### src/rtl/shared_tlb_miss_arbiter_if.sv
// Purpose : bundles the L1-TLB request side, shared-TLB lookup side and PTW side of the miss arbiter.
// Latency : none, wires only.
// Backpress: requesters hold *_req_i until their one-cycle *_gnt_o.
// Modports: slave  = the arbiter (consumes requests, drives grants/lookup/walk/completion)
//           master = the surrounding logic or bench (drives requests, hit, walk completion, flush)
// Optional: SHARED_TLB_ARB_PERF_EN adds lookup_cnt_o, hit_cnt_o, ptw_cnt_o (CNT_WIDTH bits).
interface shared_tlb_miss_arbiter_if #(
   parameter int VLEN = 39
`ifdef SHARED_TLB_ARB_PERF_EN
   , parameter int CNT_WIDTH = 32
`endif
);
   logic            flush_i;
   logic            itlb_req_i;
   logic [VLEN-1:0] itlb_vaddr_i;
   logic            itlb_gnt_o;
   logic            dtlb_req_i;
   logic [VLEN-1:0] dtlb_vaddr_i;
   logic            dtlb_gnt_o;
   logic            stlb_access_o;
   logic [VLEN-1:0] stlb_vaddr_o;
   logic            stlb_is_itlb_o;
   logic            stlb_hit_i;
   logic            ptw_req_o;
   logic [VLEN-1:0] ptw_vaddr_o;
   logic            ptw_is_itlb_o;
   logic            ptw_done_i;
   logic            ptw_error_i;
   logic            busy_o;
   logic            done_o;
   logic            done_itlb_o;
   logic            error_o;
`ifdef SHARED_TLB_ARB_PERF_EN
   logic [CNT_WIDTH-1:0] lookup_cnt_o;
   logic [CNT_WIDTH-1:0] hit_cnt_o;
   logic [CNT_WIDTH-1:0] ptw_cnt_o;
`endif

   modport slave (
      input  flush_i, itlb_req_i, itlb_vaddr_i, dtlb_req_i, dtlb_vaddr_i,
             stlb_hit_i, ptw_done_i, ptw_error_i,
      output itlb_gnt_o, dtlb_gnt_o, stlb_access_o, stlb_vaddr_o, stlb_is_itlb_o,
             ptw_req_o, ptw_vaddr_o, ptw_is_itlb_o, busy_o, done_o, done_itlb_o, error_o
`ifdef SHARED_TLB_ARB_PERF_EN
      , output lookup_cnt_o, hit_cnt_o, ptw_cnt_o
`endif
   );

   modport master (
      output flush_i, itlb_req_i, itlb_vaddr_i, dtlb_req_i, dtlb_vaddr_i,
             stlb_hit_i, ptw_done_i, ptw_error_i,
      input  itlb_gnt_o, dtlb_gnt_o, stlb_access_o, stlb_vaddr_o, stlb_is_itlb_o,
             ptw_req_o, ptw_vaddr_o, ptw_is_itlb_o, busy_o, done_o, done_itlb_o, error_o
`ifdef SHARED_TLB_ARB_PERF_EN
      , input lookup_cnt_o, hit_cnt_o, ptw_cnt_o
`endif
   );
endinterface

### src/rtl/shared_tlb_miss_arbiter.sv
// Purpose : serialises ITLB/DTLB misses into the shared TLB and, on a shared-TLB miss, the PTW;
//           DTLB has priority but the ITLB is granted after MAX_DTLB_STREAK back-to-back DTLB wins.
// Latency : grant at T -> done_o at T+3 on a shared-TLB hit; done_o one cycle after ptw_done_i on a miss.
// Backpress: one translation in flight; no grants while busy_o, requesters hold req until granted.
// Ports   : clk_i, rst_i (async, active-high) plus bus (shared_tlb_miss_arbiter_if.slave) carrying
//           the request/grant, shared-TLB lookup, PTW and completion signals.
// Optional: SHARED_TLB_ARB_PERF_EN adds wrapping lookup/hit/walk counters, cleared only by rst_i.
module shared_tlb_miss_arbiter #(
   parameter int VLEN            = 39,
   parameter int MAX_DTLB_STREAK = 4
`ifdef SHARED_TLB_ARB_PERF_EN
   , parameter int CNT_WIDTH     = 32
`endif
) (
   input logic                      clk_i,
   input logic                      rst_i,
   shared_tlb_miss_arbiter_if.slave bus
);
   localparam int SW = $clog2(MAX_DTLB_STREAK + 1);
   localparam logic [SW-1:0] STREAK_MAX = SW'(MAX_DTLB_STREAK);

   localparam logic [2:0] ST_IDLE   = 3'd0;
   localparam logic [2:0] ST_LOOKUP = 3'd1;
   localparam logic [2:0] ST_CHECK  = 3'd2;
   localparam logic [2:0] ST_PTW    = 3'd3;
   localparam logic [2:0] ST_DONE   = 3'd4;

   logic [2:0]      state_q, state_d;
   logic [SW-1:0]   streak_q;
   logic [VLEN-1:0] vaddr_q;
   logic            src_itlb_q;
   logic            err_q;
   logic            idle;
   logic            pick_itlb;
   logic            gnt_itlb;
   logic            gnt_dtlb;

   assign idle = (state_q == ST_IDLE);

   // ITLB wins a contended cycle only once the DTLB has used up its streak.
   assign pick_itlb = bus.itlb_req_i & (~bus.dtlb_req_i | (streak_q == STREAK_MAX));
   // Grants are combinational from the request; masked during flush and while reset is held.
   assign gnt_itlb  = idle & ~bus.flush_i & ~rst_i & pick_itlb;
   assign gnt_dtlb  = idle & ~bus.flush_i & ~rst_i & bus.dtlb_req_i & ~pick_itlb;

   always_comb begin
      state_d = state_q;
      case (state_q)
         ST_IDLE:   if (gnt_itlb | gnt_dtlb) state_d = ST_LOOKUP;
         ST_LOOKUP: state_d = ST_CHECK;
         ST_CHECK:  state_d = bus.stlb_hit_i ? ST_DONE : ST_PTW;
         ST_PTW:    if (bus.ptw_done_i) state_d = ST_DONE;
         ST_DONE:   state_d = ST_IDLE;
         default:   state_d = ST_IDLE;
      endcase
      // Flush overrides everything, including a coincident ptw_done_i.
      if (bus.flush_i) state_d = ST_IDLE;
   end

   always_ff @(posedge clk_i or posedge rst_i) begin
      if (rst_i) begin
         state_q    <= ST_IDLE;
         streak_q   <= '0;
         vaddr_q    <= '0;
         src_itlb_q <= 1'b0;
         err_q      <= 1'b0;
      end else begin
         state_q <= state_d;
         if (gnt_itlb | gnt_dtlb) begin
            vaddr_q    <= gnt_itlb ? bus.itlb_vaddr_i : bus.dtlb_vaddr_i;
            src_itlb_q <= gnt_itlb;
            err_q      <= 1'b0;
         end else if ((state_q == ST_PTW) && bus.ptw_done_i) begin
            err_q <= bus.ptw_error_i;
         end
         // Streak only measures DTLB wins while an ITLB request is actually waiting.
         if (bus.flush_i || !bus.itlb_req_i || gnt_itlb)
            streak_q <= '0;
         else if (gnt_dtlb && (streak_q != STREAK_MAX))
            streak_q <= streak_q + SW'(1);
      end
   end

   assign bus.itlb_gnt_o     = gnt_itlb;
   assign bus.dtlb_gnt_o     = gnt_dtlb;
   assign bus.stlb_access_o  = (state_q == ST_LOOKUP);
   assign bus.stlb_vaddr_o   = vaddr_q;
   assign bus.stlb_is_itlb_o = src_itlb_q;
   assign bus.ptw_req_o      = (state_q == ST_PTW);
   assign bus.ptw_vaddr_o    = vaddr_q;
   assign bus.ptw_is_itlb_o  = src_itlb_q;
   assign bus.busy_o         = ~idle;
   // A flush landing on the DONE cycle drops the completion as well.
   assign bus.done_o         = (state_q == ST_DONE) & ~bus.flush_i;
   assign bus.done_itlb_o    = bus.done_o & src_itlb_q;
   assign bus.error_o        = bus.done_o & err_q;

`ifdef SHARED_TLB_ARB_PERF_EN
   logic [CNT_WIDTH-1:0] lookup_cnt_q, hit_cnt_q, ptw_cnt_q;

   always_ff @(posedge clk_i or posedge rst_i) begin
      if (rst_i) begin
         lookup_cnt_q <= '0;
         hit_cnt_q    <= '0;
         ptw_cnt_q    <= '0;
      end else begin
         if (state_q == ST_LOOKUP)
            lookup_cnt_q <= lookup_cnt_q + CNT_WIDTH'(1);
         if ((state_q == ST_CHECK) && bus.stlb_hit_i)
            hit_cnt_q <= hit_cnt_q + CNT_WIDTH'(1);
         if ((state_q == ST_CHECK) && (state_d == ST_PTW))
            ptw_cnt_q <= ptw_cnt_q + CNT_WIDTH'(1);
      end
   end

   assign bus.lookup_cnt_o = lookup_cnt_q;
   assign bus.hit_cnt_o    = hit_cnt_q;
   assign bus.ptw_cnt_o    = ptw_cnt_q;
`endif
endmodule

### src/flat_wrapper.sv
// flat-port wrapper written by rule: the top's interface ports become plain ports
module shared_tlb_miss_arbiter_flat 
#(
   parameter int VLEN            = 39,
   parameter int MAX_DTLB_STREAK = 4

)
  (clk_i, rst_i, bus_flush_i, bus_itlb_req_i, bus_itlb_vaddr_i, bus_dtlb_req_i, bus_dtlb_vaddr_i, bus_stlb_hit_i, bus_ptw_done_i, bus_ptw_error_i, bus_itlb_gnt_o, bus_dtlb_gnt_o, bus_stlb_access_o, bus_stlb_vaddr_o, bus_stlb_is_itlb_o, bus_ptw_req_o, bus_ptw_vaddr_o, bus_ptw_is_itlb_o, bus_busy_o, bus_done_o, bus_done_itlb_o, bus_error_o);
  shared_tlb_miss_arbiter_if #(.VLEN(VLEN)) bus_i ();
  input logic clk_i;
  input logic rst_i;
  input wire logic [$bits(bus_i.flush_i)-1:0] bus_flush_i;
  input wire logic [$bits(bus_i.itlb_req_i)-1:0] bus_itlb_req_i;
  input wire logic [$bits(bus_i.itlb_vaddr_i)-1:0] bus_itlb_vaddr_i;
  input wire logic [$bits(bus_i.dtlb_req_i)-1:0] bus_dtlb_req_i;
  input wire logic [$bits(bus_i.dtlb_vaddr_i)-1:0] bus_dtlb_vaddr_i;
  input wire logic [$bits(bus_i.stlb_hit_i)-1:0] bus_stlb_hit_i;
  input wire logic [$bits(bus_i.ptw_done_i)-1:0] bus_ptw_done_i;
  input wire logic [$bits(bus_i.ptw_error_i)-1:0] bus_ptw_error_i;
  output wire logic [$bits(bus_i.itlb_gnt_o)-1:0] bus_itlb_gnt_o;
  output wire logic [$bits(bus_i.dtlb_gnt_o)-1:0] bus_dtlb_gnt_o;
  output wire logic [$bits(bus_i.stlb_access_o)-1:0] bus_stlb_access_o;
  output wire logic [$bits(bus_i.stlb_vaddr_o)-1:0] bus_stlb_vaddr_o;
  output wire logic [$bits(bus_i.stlb_is_itlb_o)-1:0] bus_stlb_is_itlb_o;
  output wire logic [$bits(bus_i.ptw_req_o)-1:0] bus_ptw_req_o;
  output wire logic [$bits(bus_i.ptw_vaddr_o)-1:0] bus_ptw_vaddr_o;
  output wire logic [$bits(bus_i.ptw_is_itlb_o)-1:0] bus_ptw_is_itlb_o;
  output wire logic [$bits(bus_i.busy_o)-1:0] bus_busy_o;
  output wire logic [$bits(bus_i.done_o)-1:0] bus_done_o;
  output wire logic [$bits(bus_i.done_itlb_o)-1:0] bus_done_itlb_o;
  output wire logic [$bits(bus_i.error_o)-1:0] bus_error_o;
  assign bus_i.flush_i = bus_flush_i;
  assign bus_i.itlb_req_i = bus_itlb_req_i;
  assign bus_i.itlb_vaddr_i = bus_itlb_vaddr_i;
  assign bus_i.dtlb_req_i = bus_dtlb_req_i;
  assign bus_i.dtlb_vaddr_i = bus_dtlb_vaddr_i;
  assign bus_i.stlb_hit_i = bus_stlb_hit_i;
  assign bus_i.ptw_done_i = bus_ptw_done_i;
  assign bus_i.ptw_error_i = bus_ptw_error_i;
  assign bus_itlb_gnt_o = bus_i.itlb_gnt_o;
  assign bus_dtlb_gnt_o = bus_i.dtlb_gnt_o;
  assign bus_stlb_access_o = bus_i.stlb_access_o;
  assign bus_stlb_vaddr_o = bus_i.stlb_vaddr_o;
  assign bus_stlb_is_itlb_o = bus_i.stlb_is_itlb_o;
  assign bus_ptw_req_o = bus_i.ptw_req_o;
  assign bus_ptw_vaddr_o = bus_i.ptw_vaddr_o;
  assign bus_ptw_is_itlb_o = bus_i.ptw_is_itlb_o;
  assign bus_busy_o = bus_i.busy_o;
  assign bus_done_o = bus_i.done_o;
  assign bus_done_itlb_o = bus_i.done_itlb_o;
  assign bus_error_o = bus_i.error_o;
  shared_tlb_miss_arbiter #(.VLEN(VLEN), .MAX_DTLB_STREAK(MAX_DTLB_STREAK)) u_core (.clk_i(clk_i), .rst_i(rst_i), .bus(bus_i));
endmodule
### config.mk
export PLATFORM = sky130hd
export DESIGN_NAME = shared_tlb_miss_arbiter_flat
export DESIGN_NICKNAME = d
export VERILOG_FILES = /design/src/rtl/shared_tlb_miss_arbiter_if.sv /design/src/rtl/shared_tlb_miss_arbiter.sv /design/src/flat_wrapper.sv
export SDC_FILE = /design/constraint.sdc
export NUM_CORES = 1
export LEC_CHECK = 0
export BUFFER_PORTS_ARGS = -buffer_cell sky130_fd_sc_hd__buf_4
export CORE_AREA = 2 2 80 82
export DETAILED_ROUTE_END_ITERATION = 8
export DIE_AREA = 0 0 82 84
export GPL_TIMING_DRIVEN = 0
export PLACE_DENSITY = 0.78
export SETUP_SLACK_MARGIN = 0.15
export SYNTH_ARGS = -nofsm -noshare
export SYNTH_HDL_FRONTEND = slang
export SYNTH_SLANG_ARGS = --single-unit
### constraint.sdc
create_clock -name clk_i -period 2.6 [get_ports clk_i]
set_input_delay 0.39 -clock clk_i [delete_from_list [all_inputs] [get_ports clk_i]]
set_output_delay 0.39 -clock clk_i [all_outputs]
set_load 0.01 [all_outputs]
Word-level counts from Yosys, hierarchy flattened
Index checks and enable logic that the tools add are counted.

storage, ports and cells
  memories kept = 0
  bits in latches = 0
  flip-flop bits (word level) = 47
  logic and storage cells = 49
  output and inout port bits = 88
  RAM bits = 0
  ROM bits = 0

cells by class
  reduce and logical (&&, ||, !) cells = 9
  multiply operators = 0
  $lt $le $gt $ge = 0
  muxes and demuxes = 10
  shifts and indexed selects = 0
  equal/unequal tests = 8
  $add $sub $neg = 1
  bitwise logic cells = 16
  div/mod/pow operators = 0

operators by type and width
  operator                                                                number
  39-bit 2-to-1 mux                                                       1
  3-bit 2-to-1 mux                                                        6
  3-bit one-hot mux with 4 select lines                                   1
  1-bit AND                                                               9
  3-bit != test (second input constant)                                   3
  3-bit by 2-bit equality test with 1-bit output (second input constant)  2
  3-bit equality test (second input constant)                             2
  1-bit inverter                                                          5
  2-bit nonzero test                                                      2
  3-bit by 1-bit adder with 3-bit output (second input constant)          1
  3-bit by 1-bit equality test with 1-bit output (second input constant)  1
  3-bit logical NOT                                                       1
  1-bit logical AND                                                       2
  1-bit logical OR                                                        2
  1-bit 2-to-1 mux                                                        2
  1-bit bitwise OR                                                        2
  2-bit AND reduction                                                     1
  1-bit logical NOT                                                       1

Longest topological paths before layout
Gate-level depths: netlist of the first run.

  depth after elaboration = 9
  mapped depth = 7

Worst setup path before layout of the first run
OpenSTA, ideal clock, no wires.

  kind = input-to-output
  start point = in rst_i
  end point = out bus_dtlb_gnt_o
  setup slack = 0.073 ns
  buffers on the path = 1
  cell stages on the path = 4
  required time = 2.210 ns
  arrival = 2.137 ns
  cell sequence = inv_1 -> nand4_1 -> clkbuf_1 -> inv_1

between the ends
  longest elaborated chain between the ends = 4

ends and longest elaborated chain
  element                 RTL line                       source
  start: declaration      flat_wrapper.sv:11             input logic rst_i;
  1-bit inverter          shared_tlb_miss_arbiter.sv:44  assign gnt_dtlb = idle & ~bus.flush_i & ~rst_i & bus.dtlb_req_i & ~pick_itlb;
  1-bit AND (3 in a row)  shared_tlb_miss_arbiter.sv:44
  end: declaration        flat_wrapper.sv:21             output wire logic [$bits(bus_i.dtlb_gnt_o)-1:0] bus_dtlb_gnt_o;

No other way between the ends.

Final worst setup path of the first run
  start point = reg u_core.state_q[2]
  end point = out bus_dtlb_gnt_o

between the ends
  longest elaborated chain between the ends = 5

ends and longest elaborated chain
  element                   RTL line                       source
  start: declaration        shared_tlb_miss_arbiter.sv:28  logic [2:0] state_q, state_d;
  start signal: assignment  shared_tlb_miss_arbiter.sv:68  state_q <= state_d;
  3-bit logical NOT         shared_tlb_miss_arbiter.sv:38  assign idle = (state_q == ST_IDLE);
  1-bit AND (4 in a row)    shared_tlb_miss_arbiter.sv:44

No other way between the ends.

==> results.sh, run 1 <==
export IMPL_die_w_um=82
export IMPL_grt_max_degree=27
export IMPL_synthDistinctLibCells=29
export IMPL_htree_levels=2
export IMPL_crit_chain="nor4_4 > nand4_1 > clkbuf_2 > inv_1 > buf_4"
export IMPL_syn_to_final_growth_pct=62.83
export IMPL_dieArea_mm2=0.006888
export IMPL_synth_seq_cells=47
export IMPL_crit_type="reg -> out"
export IMPL_slowest_stage="dfrtp_1"
export IMPL_outcome="finished, final reports clean"
export IMPL_drc=0
export IMPL_drive_gt1_share_pct=52.20
export IMPL_dr_pass1_iters=4
export IMPL_port_buffers=173
export IMPL_syn_nets=359
export IMPL_fmaxAchievable_mhz=437.4
export IMPL_yosys_area_top_type="dfrtp_1"
export IMPL_worstPathMaxFanout=10
export IMPL_cts_num_sinks=47
export IMPL_synth_warnings=0
export IMPL_cts_tree="done"
export IMPL_nets=541
export IMPL_report_final_slew_viol_count=0
export IMPL_num_vias=2528
export IMPL_gr_usage_all_layers_pct=21.05
export IMPL_fin_crit_sh_pct=87.94
export IMPL_seq_area_frac_synth_pct=48.93
export IMPL_synth_top_area_share_pct=48.93
export IMPL_place_area_mm2=0.003802
export IMPL_antenna_found_initial=0
export IMPL_clk_pin_slew_worst_paths_ps=80
export IMPL_rsz0062_at_grt="no"
export IMPL_cap_violations=0
export IMPL_fin_util_pct=64.20
export IMPL_synthTopCellsByArea="dfrtp_1, nor2_1, buf_4"
export IMPL_peakVddDrop_v=0.0003799
export IMPL_vias_per_cell=4.761
export IMPL_finalHoldViolCount=0
export IMPL_clockRootBuffer="clkbuf_8"
export IMPL_grt_overflow=0
export IMPL_n_antenna_cell=0
export IMPL_r2r_slack_ps=740
export IMPL_rows=29
export IMPL_startpoint_type="flip-flop"
export IMPL_crit_buf_inv=3
export IMPL_die_h_um=84
export IMPL_slowest_delay_ps=470
export IMPL_cellPowerDensity_mw_per_mm2=691.5
export IMPL_worstSetupPathDepth=5
export IMPL_io_pins=174
export IMPL_relSlewSlack_pct=19.10
export IMPL_clk_insertion_delay_late_ps=290
export IMPL_leakage_uw=0.002009
export IMPL_fin_cells=531
export IMPL_ff2ff_path_depth=7
export IMPL_yosysMostFrequentCell="nor2_1"
export IMPL_place_inst=521
export IMPL_synthCells=271
export IMPL_drt_wl_total_mm=7.199
export IMPL_stdcell_area_mm2=0.003914
export IMPL_start_util_pct=39.43
export IMPL_hold_class="in -> async"
export IMPL_synth_edf_count=0
export IMPL_wl_per_cell_um=13.56
export IMPL_setup_viol=0
export IMPL_setup_worst_path_end_class="output pin"
export IMPL_grt_first_pass_wirelength_mm=11.34
export IMPL_finalClockSkew_ps=3.673
export IMPL_synthesis_area_mm2=0.002404
export IMPL_gp_congestion=0.7276
export IMPL_hpwl_mm=5.476
export IMPL_ys_flop_type="dfrtp_1"
export IMPL_drtIter0Drc=82
export IMPL_period_needed_ps=2286
export IMPL_worstMarginPinSlew_ps=1207
export IMPL_cp_required_ps=2210
export IMPL_cp_top_family="simple AND/OR/NAND/NOR gates"
export IMPL_clock_path_buffers=2
export IMPL_grt_pass1_vias=2453
export IMPL_fillers=524
export IMPL_synth_commonest_cells="nor2_1, dfrtp_1, buf_4, o22ai_1, nand2_1"
export IMPL_syn_avg_cell_area_um2=8.869
export IMPL_drtAntennaViolNets=0
export IMPL_numCtsBuffers=5
export IMPL_async_flop_share_pct=100.0
export IMPL_arrival_ps=1900
export IMPL_fin_tns_setup_ps=0
export IMPL_coreArea_mm2=0.006096
## worst paths after layout
path,start,endpoint
hold reg to reg,u_core.bus.ptw_vaddr_o[8],u_core.bus.ptw_vaddr_o[8]
max in group asynchronous,rst_i,u_core.bus.ptw_vaddr_o[11]
hold / removal,rst_i,u_core.streak_q[2]
min in group clk_i,bus_flush_i,u_core.state_q[1]
setup / recovery,u_core.state_q[2],bus_dtlb_gnt_o
setup reg to reg,u_core.streak_q[0],u_core.bus.ptw_vaddr_o[20]
## stage by stage
stage / hold WS, ps / total power [uW] / worst slack (ps)
CTS: 55.88 / 2740 / 212.4
detailed placement: 554.4 / 2261 / -446.3
global route: 68.47 / 2886 / 152.3
global placement: 503.3 / 2217 / -450.8
finish: 63.37 / 2706 / 313.6
floorplan: 432.5 / 1601 / 389.2
## layout make-up
type                    instances  area (um2)  share of cell area, %
repair buffers                173        1299                  33.18
plain buffers                  54       366.6                  9.367
clock buffers                   8       100.1                  2.558
inverters                       6       26.28                 0.6714
well taps                      77       96.34                  2.462
repair inverters                2       10.01                 0.2558
flip-flops and latches         47        1176                  30.05
multi-input cells             164       839.6                  21.45
## state kept, by name, indices dropped and copies added (netlist names)
signal                    count
u_core.bus.ptw_is_itlb_o      1
u_core.bus.ptw_vaddr_o       39
u_core.err_q                  1
u_core.state_q                3
u_core.streak_q               3
## kinds of logic after synthesis
logic type,after synthesis,share of synthesized area [%]
adders and majority gates,2,1.041
buffers and inverters,60,16.14
DFF,47,48.93
AOI/OAI and AO/OA,50,13.07
muxes,2,0.8329
and+or+nand+nor,110,19.99
## repair_timing
action / in CTS / in global routing
setup buffers: 0 / 0
cloned: 2 / 0
resized for setup: 0 / 2
endpoints found under the hold margin: 0 / 0
hold buffers: 0 / 0
endpoints found under the setup margin: 7 / 1
## cell usage in the layout, fill, tap and decap left out, types with 5 or more instances in the layout
cell type / synthesis / layout
dfrtp_1: 47 / 47
nor2_1: 85 / 85
clkbuf_1: 6 / 6
a21oi_1: 5 / 5
buf_2: 7 / 7
o22ai_1: 39 / 39
inv_1: 6 / 5
buf_4: 41 / 214
nand2_1: 8 / 8
clkbuf_8: 0 / 7
## routing by layer
layer / share of wire (%) / vias up / wire length [um] / GRT usage [%]
li1: - / 1238 / - / -
met1: 38 / 1175 / 2718 / 24.51
met2: 52 / 106 / 3765 / 38.06
met3: 8.7 / 9 / 629 / 4.762
met4: 1.2 / 0 / 85 / 5.303
met5: 0 / - / 0 / 0
## power by group
part / switching [uW] / total, uW / internal (uW)
Combinational: 475 / 1220 / 742
Sequential: 133 / 1020 / 886
Clock: 228 / 470 / 243
Note: power is estimated with default switching activity, not from simulation.
==> run 2, diff against run 1 <==
- PLACE_DENSITY: 0.78 -> not set
- PLACE_DENSITY_LB_ADDON: not set -> 0.12
==> run 2 against run 1 <==
Setup slack worse by 25 ps. Die area stayed put. Critical path depth stayed put. Register-to-register slack better by 20 ps. Cell count is 0.38% lower. Via count is 0.59% lower. Maximum frequency is 1.1% lower. Sequential cell count stayed put. Critical path type unchanged. Highest routed layer unchanged.
==> results.sh, run 2 (synthesized netlist as in run 1, its figures left out) <==
export IMPL_cts_tree="done"
export IMPL_p_comb_share_pct=46.1
export IMPL_cp_required_ps=2210
export IMPL_drc=0
export IMPL_finalClockSkew_ps=8.513
export IMPL_vias_per_cell=4.750
export IMPL_die_w_um=82
export IMPL_dr_pass1_iters=4
export IMPL_layout_commonest_cell="buf_4"
export IMPL_p_seq_share_pct=38.6
export IMPL_worstPathMaxFanout=10
export IMPL_hpwl_mm=5.109
export IMPL_finalHoldViolCount=0
export IMPL_clk_pin_slew_worst_paths_ps=90
export IMPL_switching_share_pct=31.30
export IMPL_htree_levels=2
export IMPL_grt_overflow=0
export IMPL_fin_util_pct=63.79
export IMPL_worstMarginPinSlew_ps=696.6
export IMPL_grt_max_degree=27
export IMPL_clock_path_buffers=2
export IMPL_place_ws_ps=-447.8
export IMPL_leakage_uw=0.001995
export IMPL_drt_wl_total_mm=6.918
export IMPL_fmaxAchievable_mhz=432.6
export IMPL_num_vias=2513
export IMPL_dieArea_mm2=0.006888
export IMPL_switchingPower_uw=823.7
export IMPL_cts_num_sinks=47
export IMPL_slowest_stage="dfrtp_1"
export IMPL_power_total_uw=2631
export IMPL_cap_violations=0
export IMPL_fin_ws_ps=288.3
export IMPL_setup_viol=0
export IMPL_die_h_um=84
export IMPL_report_final_slew_viol_count=0
export IMPL_clockPowerShare_pct=15.3
export IMPL_wl_per_cell_um=13.08
export IMPL_clockRootBuffer="clkbuf_8"
export IMPL_layout_common_cells="buf_4, nor2_1, dfrtp_1"
export IMPL_outcome="finished, final reports clean"
export IMPL_period_needed_ps=2312
export IMPL_arrival_ps=1920
export IMPL_relSlewSlack_pct=53.31
export IMPL_crit_chain="nor4_4 > nand4_1 > buf_2 > inv_1 > buf_4"
export IMPL_io_pins=174
export IMPL_nets=541
export IMPL_fin_crit_sh_pct=88.91
export IMPL_drtAntennaViolNets=0
export IMPL_grt_pass1_vias=2339
export IMPL_antenna_found_initial=0
export IMPL_crit_type="reg -> out"
export IMPL_hold_buffers=0
export IMPL_gr_usage_all_layers_pct=19.35
export IMPL_drive_gt1_share_pct=51.99
export IMPL_slowest_delay_ps=470
export IMPL_coreArea_mm2=0.006096
export IMPL_drtIter0Drc=34
export IMPL_rsz0062_at_grt="no"
export IMPL_peakVddDrop_v=0.0003819
export IMPL_syn_to_final_growth_pct=61.79
export IMPL_hold_class="in -> async"
export IMPL_clk_insertion_delay_late_ps=290
export IMPL_p_int_uw=1808
export IMPL_startpoint_type="flip-flop"
export IMPL_cellPowerDensity_mw_per_mm2=676.7
export IMPL_largest_reg_flops=39
export IMPL_rows=29
export IMPL_n_antenna_cell=0
export IMPL_start_util_pct=39.43
export IMPL_port_buffers=173
export IMPL_gp_congestion=0.7313
export IMPL_numCtsBuffers=5
export IMPL_setup_worst_path_end_class="output pin"
export IMPL_grt_first_pass_wirelength_mm=10.64
export IMPL_r2r_slack_ps=760
run 2: area by class of cell:
| type | count | area (um2) |
|---|---|---|
| inverter | 6 | 26.28 |
| sequential | 47 | 1176 |
| fill | 546 | 2207 |
| multi-input combinational | 164 | 839.6 |
| timing repair buffer | 173 | 1299 |
| buffer | 54 | 366.6 |
| timing repair inverter | 2 | 12.51 |
| clock buffer | 6 | 72.57 |
| tap | 77 | 96.34 |
run 2: worst paths after layout:
kind,start,end,cells past startpoint
setup reg to reg,u_core.state_q[2],u_core.bus.ptw_vaddr_o[18],5
min in group clk_i,bus_flush_i,u_core.state_q[1],2
hold reg to reg,u_core.err_q,u_core.err_q,2
hold / removal,rst_i,u_core.state_q[1],2
max in group asynchronous,rst_i,u_core.bus.ptw_vaddr_o[32],2
setup / recovery,u_core.state_q[2],bus_itlb_gnt_o,5
run 2: layer usage:
layer / GRT usage, % / vias up / wire length [um]
met2: 34.44 / 112 / 3431
met5: 0 / - / 0
met4: 4.091 / 0 / 44
met3: 4.762 / 4 / 685
met1: 23.16 / 1162 / 2756
li1: - / 1235 / -
run 2: worst max-delay path, delay by kind of cell (launching register included):
family / cells / cell delay, ps
buffers and inverters: 3 / 490
flip-flops: 1 / 470
AND/OR/NAND/NOR: 2 / 670
run 2: power by group through the flow:
stage	clock network [uW]	registers, uW	logic, uW
finish	404	1020	1210
global route	451	1040	1310
CTS	423	1020	1230
detailed placement	0	1030	1220
global placement	0	1020	1200
floorplan	0	1080	520
run 2: through the flow:
step	instances	instance area [um2]	TNS [ps]	hold WS (ps)
2_1_floorplan	271	2407	0	432.5
6_report	529	3889	0	68.17
4_1_cts	529	3885	0	62.20
3_3_place_gp	521	3802	-6352	503.7
3_5_place_dp	521	3802	-5979	519.7
5_1_grt	529	3889	0	76.24
run 2: what timing repair did:
item | in CTS | in global routing
gates cloned | 2 | 0
hold endpoints to repair | 0 | 0
endpoints found under the setup margin | 12 | 1
setup buffers | 0 | 0
resized for setup | 0 | 2
